===== config.mk =====
export PLATFORM = sky130hd
export DESIGN_NAME = ps2_keyboard_rx
export DESIGN_NICKNAME = d
export VERILOG_FILES = /design/src/rtl/ps2_pkg.sv /design/src/rtl/ps2_input_filter.sv /design/src/rtl/ps2_keyboard_rx.sv
export SDC_FILE = /design/constraint.sdc
export NUM_CORES = 1
export LEC_CHECK = 0
export BUFFER_PORTS_ARGS = -buffer_cell sky130_fd_sc_hd__buf_2
export CAP_MARGIN = 30
export CELL_PAD_IN_SITES_DETAIL_PLACEMENT = 1
export CELL_PAD_IN_SITES_GLOBAL_PLACEMENT = 2
export CORE_UTILIZATION = 45
export CTS_CLUSTER_DIAMETER = 80
export DETAILED_ROUTE_END_ITERATION = 8
export PLACE_DENSITY_LB_ADDON = 0.1
export SLEW_MARGIN = 20
export SYNTH_ARGS = -nofsm -noshare
export SYNTH_HDL_FRONTEND = slang
export SYNTH_HIERARCHICAL = 1
export SYNTH_SLANG_ARGS = --single-unit
export TNS_END_PERCENT = 1

===== constraint.sdc =====
create_clock -name clk -period 2.55 [get_ports clk]
set_input_delay 0.255 -clock clk [delete_from_list [all_inputs] [get_ports clk]]
set_output_delay 0.255 -clock clk [all_outputs]
set_load 0.03 [all_outputs]

===== src/rtl/ps2_pkg.sv =====
// Shared types and constants for the PS/2 keyboard receiver.
package ps2_pkg;

    typedef enum logic [1:0] {
        IDLE   = 2'd0,
        DATA   = 2'd1,
        PARITY = 2'd2,
        STOP   = 2'd3
    } ps2_state_e;

    localparam logic [7:0] PS2_BREAK = 8'hF0;
    localparam logic [7:0] PS2_EXT   = 8'hE0;

    typedef struct packed {
        logic       extended;
        logic       brk;
        logic [7:0] code;
    } ps2_event_t;

endpackage


===== src/rtl/ps2_input_filter.sv =====
// Two-flop synchroniser plus run-length debounce for one PS/2 pin.
// Emits a one-cycle strobe when the filtered level goes from 1 to 0.
module ps2_input_filter #(
    parameter int FILTER_LEN = 4
) (
    input  logic clk,
    input  logic reset,
    input  logic pin,
    output logic level,
    output logic fall
);

    localparam int CW = $clog2(FILTER_LEN + 1);

    logic          sync1_q, sync2_q;
    logic          level_q, level_d;
    logic          fall_q, fall_d;
    logic [CW-1:0] cnt_q, cnt_d;

    // The run counter only advances while the synchronised sample disagrees
    // with the filtered level; any agreeing sample restarts the run.
    always_comb begin
        level_d = level_q;
        fall_d  = 1'b0;
        cnt_d   = '0;
        if (sync2_q != level_q) begin
            if (cnt_q == CW'(FILTER_LEN - 1)) begin
                level_d = sync2_q;
                fall_d  = level_q;
            end else begin
                cnt_d = cnt_q + CW'(1);
            end
        end
    end

    always_ff @(posedge clk or posedge reset) begin
        if (reset) begin
            sync1_q <= 1'b1;
            sync2_q <= 1'b1;
            level_q <= 1'b1;
            fall_q  <= 1'b0;
            cnt_q   <= '0;
        end else begin
            sync1_q <= pin;
            sync2_q <= sync1_q;
            level_q <= level_d;
            fall_q  <= fall_d;
            cnt_q   <= cnt_d;
        end
    end

    assign level = level_q;
    assign fall  = fall_q;

endmodule


===== src/rtl/ps2_keyboard_rx.sv =====
// PS/2 keyboard receiver: deframes 11-bit frames, folds E0/F0 prefixes into
// make/break/extended events and queues them in a show-ahead FIFO.
module ps2_keyboard_rx
    import ps2_pkg::*;
#(
    parameter int FILTER_LEN     = 4,
    parameter int TIMEOUT_CYCLES = 10000,
    parameter int FIFO_DEPTH     = 4
) (
    input  logic       clk,
    input  logic       reset,
    input  logic       ps2_clk,
    input  logic       ps2_data,
    input  logic       rd_en,
    output logic       valid,
    output logic [7:0] code,
    output logic       is_break,
    output logic       is_extended,
    output logic       frame_err,
    output logic       overflow
);

    localparam int TW = $clog2(TIMEOUT_CYCLES + 1);
    localparam int AW = $clog2(FIFO_DEPTH);
    localparam int PW = AW + 1;

    logic clk_level_unused, clk_fall;
    logic data_lvl, data_fall_unused;

    ps2_input_filter #(.FILTER_LEN(FILTER_LEN)) u_clk_filter (
        .clk  (clk),
        .reset(reset),
        .pin  (ps2_clk),
        .level(clk_level_unused),
        .fall (clk_fall)
    );

    ps2_input_filter #(.FILTER_LEN(FILTER_LEN)) u_data_filter (
        .clk  (clk),
        .reset(reset),
        .pin  (ps2_data),
        .level(data_lvl),
        .fall (data_fall_unused)
    );

    ps2_state_e    state_q;
    logic [2:0]    bit_cnt_q;
    logic [7:0]    shift_q;
    logic          parity_q;
    logic [TW-1:0] tmo_q;
    logic          brk_pend_q, ext_pend_q;
    logic          frame_err_q;
    logic          wr_req_q;
    ps2_event_t    wr_evt_q;

    always_ff @(posedge clk or posedge reset) begin
        if (reset) begin
            state_q     <= IDLE;
            bit_cnt_q   <= '0;
            shift_q     <= '0;
            parity_q    <= 1'b0;
            tmo_q       <= '0;
            brk_pend_q  <= 1'b0;
            ext_pend_q  <= 1'b0;
            frame_err_q <= 1'b0;
            wr_req_q    <= 1'b0;
            wr_evt_q    <= '0;
        end else begin
            frame_err_q <= 1'b0;
            wr_req_q    <= 1'b0;
            case (state_q)
                IDLE: begin
                    tmo_q <= '0;
                    if (clk_fall && !data_lvl) begin
                        state_q   <= DATA;
                        bit_cnt_q <= '0;
                    end
                end
                default: begin
                    if (clk_fall) begin
                        tmo_q <= '0;
                        case (state_q)
                            DATA: begin
                                shift_q   <= {data_lvl, shift_q[7:1]};
                                bit_cnt_q <= bit_cnt_q + 3'd1;
                                if (bit_cnt_q == 3'd7)
                                    state_q <= PARITY;
                            end
                            PARITY: begin
                                parity_q <= data_lvl;
                                state_q  <= STOP;
                            end
                            STOP: begin
                                state_q <= IDLE;
                                // Odd parity: data plus parity must hold an odd count of ones.
                                if (data_lvl && (^{shift_q, parity_q})) begin
                                    if (shift_q == PS2_BREAK) begin
                                        brk_pend_q <= 1'b1;
                                    end else if (shift_q == PS2_EXT) begin
                                        ext_pend_q <= 1'b1;
                                    end else begin
                                        wr_req_q          <= 1'b1;
                                        wr_evt_q.extended <= ext_pend_q;
                                        wr_evt_q.brk      <= brk_pend_q;
                                        wr_evt_q.code     <= shift_q;
                                        brk_pend_q        <= 1'b0;
                                        ext_pend_q        <= 1'b0;
                                    end
                                end else begin
                                    frame_err_q <= 1'b1;
                                    brk_pend_q  <= 1'b0;
                                    ext_pend_q  <= 1'b0;
                                end
                            end
                            default: state_q <= IDLE;
                        endcase
                    end else if (tmo_q == TW'(TIMEOUT_CYCLES - 1)) begin
                        state_q     <= IDLE;
                        tmo_q       <= '0;
                        frame_err_q <= 1'b1;
                        brk_pend_q  <= 1'b0;
                        ext_pend_q  <= 1'b0;
                    end else begin
                        tmo_q <= tmo_q + TW'(1);
                    end
                end
            endcase
        end
    end

    ps2_event_t    mem [FIFO_DEPTH];
    logic [PW-1:0] wr_ptr_q, wr_ptr_d;
    logic [PW-1:0] rd_ptr_q, rd_ptr_d;
    logic          overflow_q, overflow_d;
    logic          full, empty, push, pop;
    ps2_event_t    head;

    // A pop in the same cycle frees a slot, so a write while full still lands.
    always_comb begin
        empty      = (wr_ptr_q == rd_ptr_q);
        full       = (wr_ptr_q[AW] != rd_ptr_q[AW]) &&
                     (wr_ptr_q[AW-1:0] == rd_ptr_q[AW-1:0]);
        pop        = rd_en && !empty;
        push       = wr_req_q && (!full || pop);
        overflow_d = wr_req_q && full && !pop;
        wr_ptr_d   = wr_ptr_q + PW'(push);
        rd_ptr_d   = rd_ptr_q + PW'(pop);
    end

    always_ff @(posedge clk or posedge reset) begin
        if (reset) begin
            wr_ptr_q   <= '0;
            rd_ptr_q   <= '0;
            overflow_q <= 1'b0;
        end else begin
            wr_ptr_q   <= wr_ptr_d;
            rd_ptr_q   <= rd_ptr_d;
            overflow_q <= overflow_d;
        end
    end

    always_ff @(posedge clk) begin
        if (push)
            mem[wr_ptr_q[AW-1:0]] <= wr_evt_q;
    end

    assign head        = mem[rd_ptr_q[AW-1:0]];
    assign valid       = !empty;
    assign code        = empty ? 8'h00 : head.code;
    assign is_break    = !empty && head.brk;
    assign is_extended = !empty && head.extended;
    assign frame_err   = frame_err_q;
    assign overflow    = overflow_q;

endmodule


==> results.ini <==
[timing]
skew_ns=0.0178
rsz0062_at_grt=false
drv_slew=0
fin_tns_setup_ns=0
tightest_slew_ns=0.654
fin_crit_ns=2.15
fin_crit_sh=0.844
fin_ws_ns=0.398
hold_slack_ns=0.176
finalSetupViolCount=0
fmax_mhz=465
slew_headroom=0.564
hold_violations=0

[power_and_ir_drop]
power_density_nw_per_um2=854
p_leak_nw=2.20
worst_ir_drop_vdd_v=0.000405
finalPower_mw=4.36

[finish]
antenna_cells=0
nFillCells=998
seqCellArea_um2=2760
area_growth_syn_to_layout_pct=13.0
mostFrequentLayoutCells=dfrtp_1 (56), edfxtp_1 (40), nor2_1 (21)
layout.nets=363
drive_above_1_share=0.275
multi_input_area_um2=1680
final_common_cell=dfrtp_1

[route]
routed_via_density=5.17
wl_per_cell_um=16.5
drc=0
drtIter0Drc=81
drtAntennaViolNets=0
first_pass_iters=4
postRouteWirelength_um=7950
vias=2490

[setup_path]
slowest_stage=a2111oi_1
crit_path_start_kind=flop
cp.arrival_ns=2.41
crit_family=compound AO/OA/AOI/OAI gates
critPathKind=reg -> reg
crit_buf_inv=2
worstPathRequired_ns=2.80
path_cells=inv_1, ha_1, nand3b_1, a2111oi_1, mux2i_1, buf_4, mux2_4
worstSetupEndpointType=flop
slowest_delay_ns=0.44
worst-path-max-fanout=11

[grt]
grt_max_degree=50
grt_pass1_wl_um=13400
grt_pass1_vias=2643
gr-total-overflow=0
antenna_found_initial=0
grt_usage=0.174

[run_status]
status=finished, final reports clean

[floorplan]
rows=36
die_w_um=102
die_h_um=102
start_util=0.462
ioPinCount=18
dieArea_um2=10400
core_um2=9770

[hold_path]
hold_class=in -> reg

[place]
gp_congestion=0.722
pre_cts_slack_ns=0.402
numPortBuffers=17
dp_hpwl_um=5450

[yosys]
syn_inst=307
yosys_warnings=6
avgSynthCellArea_um2=14.7
syn-cell-area_um2=4520
synth_nets=326

[clock_network]
cts_resized=0
cts-root-buf=clkbuf_8
clockBufferDepth=2
cts_buffers=9
clk_pin_slew_ns=0.09
htreeDepth=3
cts_tree=done
clock_latency_ns=0.37
clkSinkCount=102

[job]
drv_cap=0

[worst paths after layout]
| kind | from | endpoint | slack [ns] | cells past startpoint |
|---|---|---|---|---|
| max | state_q[1] | wr_evt_q[6] | 0.40 | 7 |
| min | rd_en | overflow | 0.18 | 4 |
| max reg2reg | state_q[1] | wr_evt_q[6] | 0.40 | 7 |
| min reg2reg | u_data_filter/sync1_q | u_data_filter/sync2_q | 0.36 | 0 |
| max in group asynchronous | reset | shift_q[0] | 1.48 | 4 |
| min in group asynchronous | reset | u_data_filter/cnt_q[2] | 0.38 | 3 |
[where the power goes]
part           internal, mW  switching [mW]  total [mW]
Sequential             1.82           0.111        1.93
Combinational         0.494           0.724        1.22
Clock                 0.657           0.549        1.21
Total                  2.97            1.38        4.36
[registers in the layout, summed over array words and instances, names as in the netlist, 2 cells and up]
name                 count
mem                     40
tmo_q                   14
wr_evt_q                10
shift_q                  8
bit_cnt_q                3
rd_ptr_q                 3
u_clk_filter/cnt_q       3
u_data_filter/cnt_q      3
wr_ptr_q                 3
state_q                  2
[what timing repair did]
action / in CTS / in global routing
hold buffers: 3 / 0
endpoints found under the hold margin: 9 / 0
buffers inserted: 0 / 0
setup endpoints to repair: 0 / 0
[per-layer routing]
layer / vias to the layer above / global-route usage / wire [µm]
met3: 7 / 0.0390 / 164
met4: 0 / 0.0692 / 99
met5: - / 0 / 0
met1: 1276 / 0.217 / 3620
li1: 1185 / - / -
met2: 22 / 0.294 / 4070
[worst min-delay path: stages]
cell	delay (ns)
buf_2	0.08
inv_1	0.07
nand2_1	0.06
nor3_1	0.04
[area by class of cell]
class / count / area share
Clock buffer: 11 / 0.0257
Clock inverter: 5 / 0.0211
Inverter: 11 / 0.00809
Multi-Input combinational cell: 186 / 0.329
Sequential cell: 102 / 0.541
Tap cell: 133 / 0.0326
Timing Repair Buffer: 34 / 0.0431
[per-stage QoR]
step | utilization | std cells | area, µm²
detailed placement | 0.495 | 463 | 4840
global placement | 0.495 | 463 | 4840
finish | 0.522 | 482 | 5100
global route | 0.522 | 482 | 5100
CTS | 0.522 | 482 | 5100
floorplan | - | 307 | 4520
No activity file was read; power rests on OpenSTA's default activity.
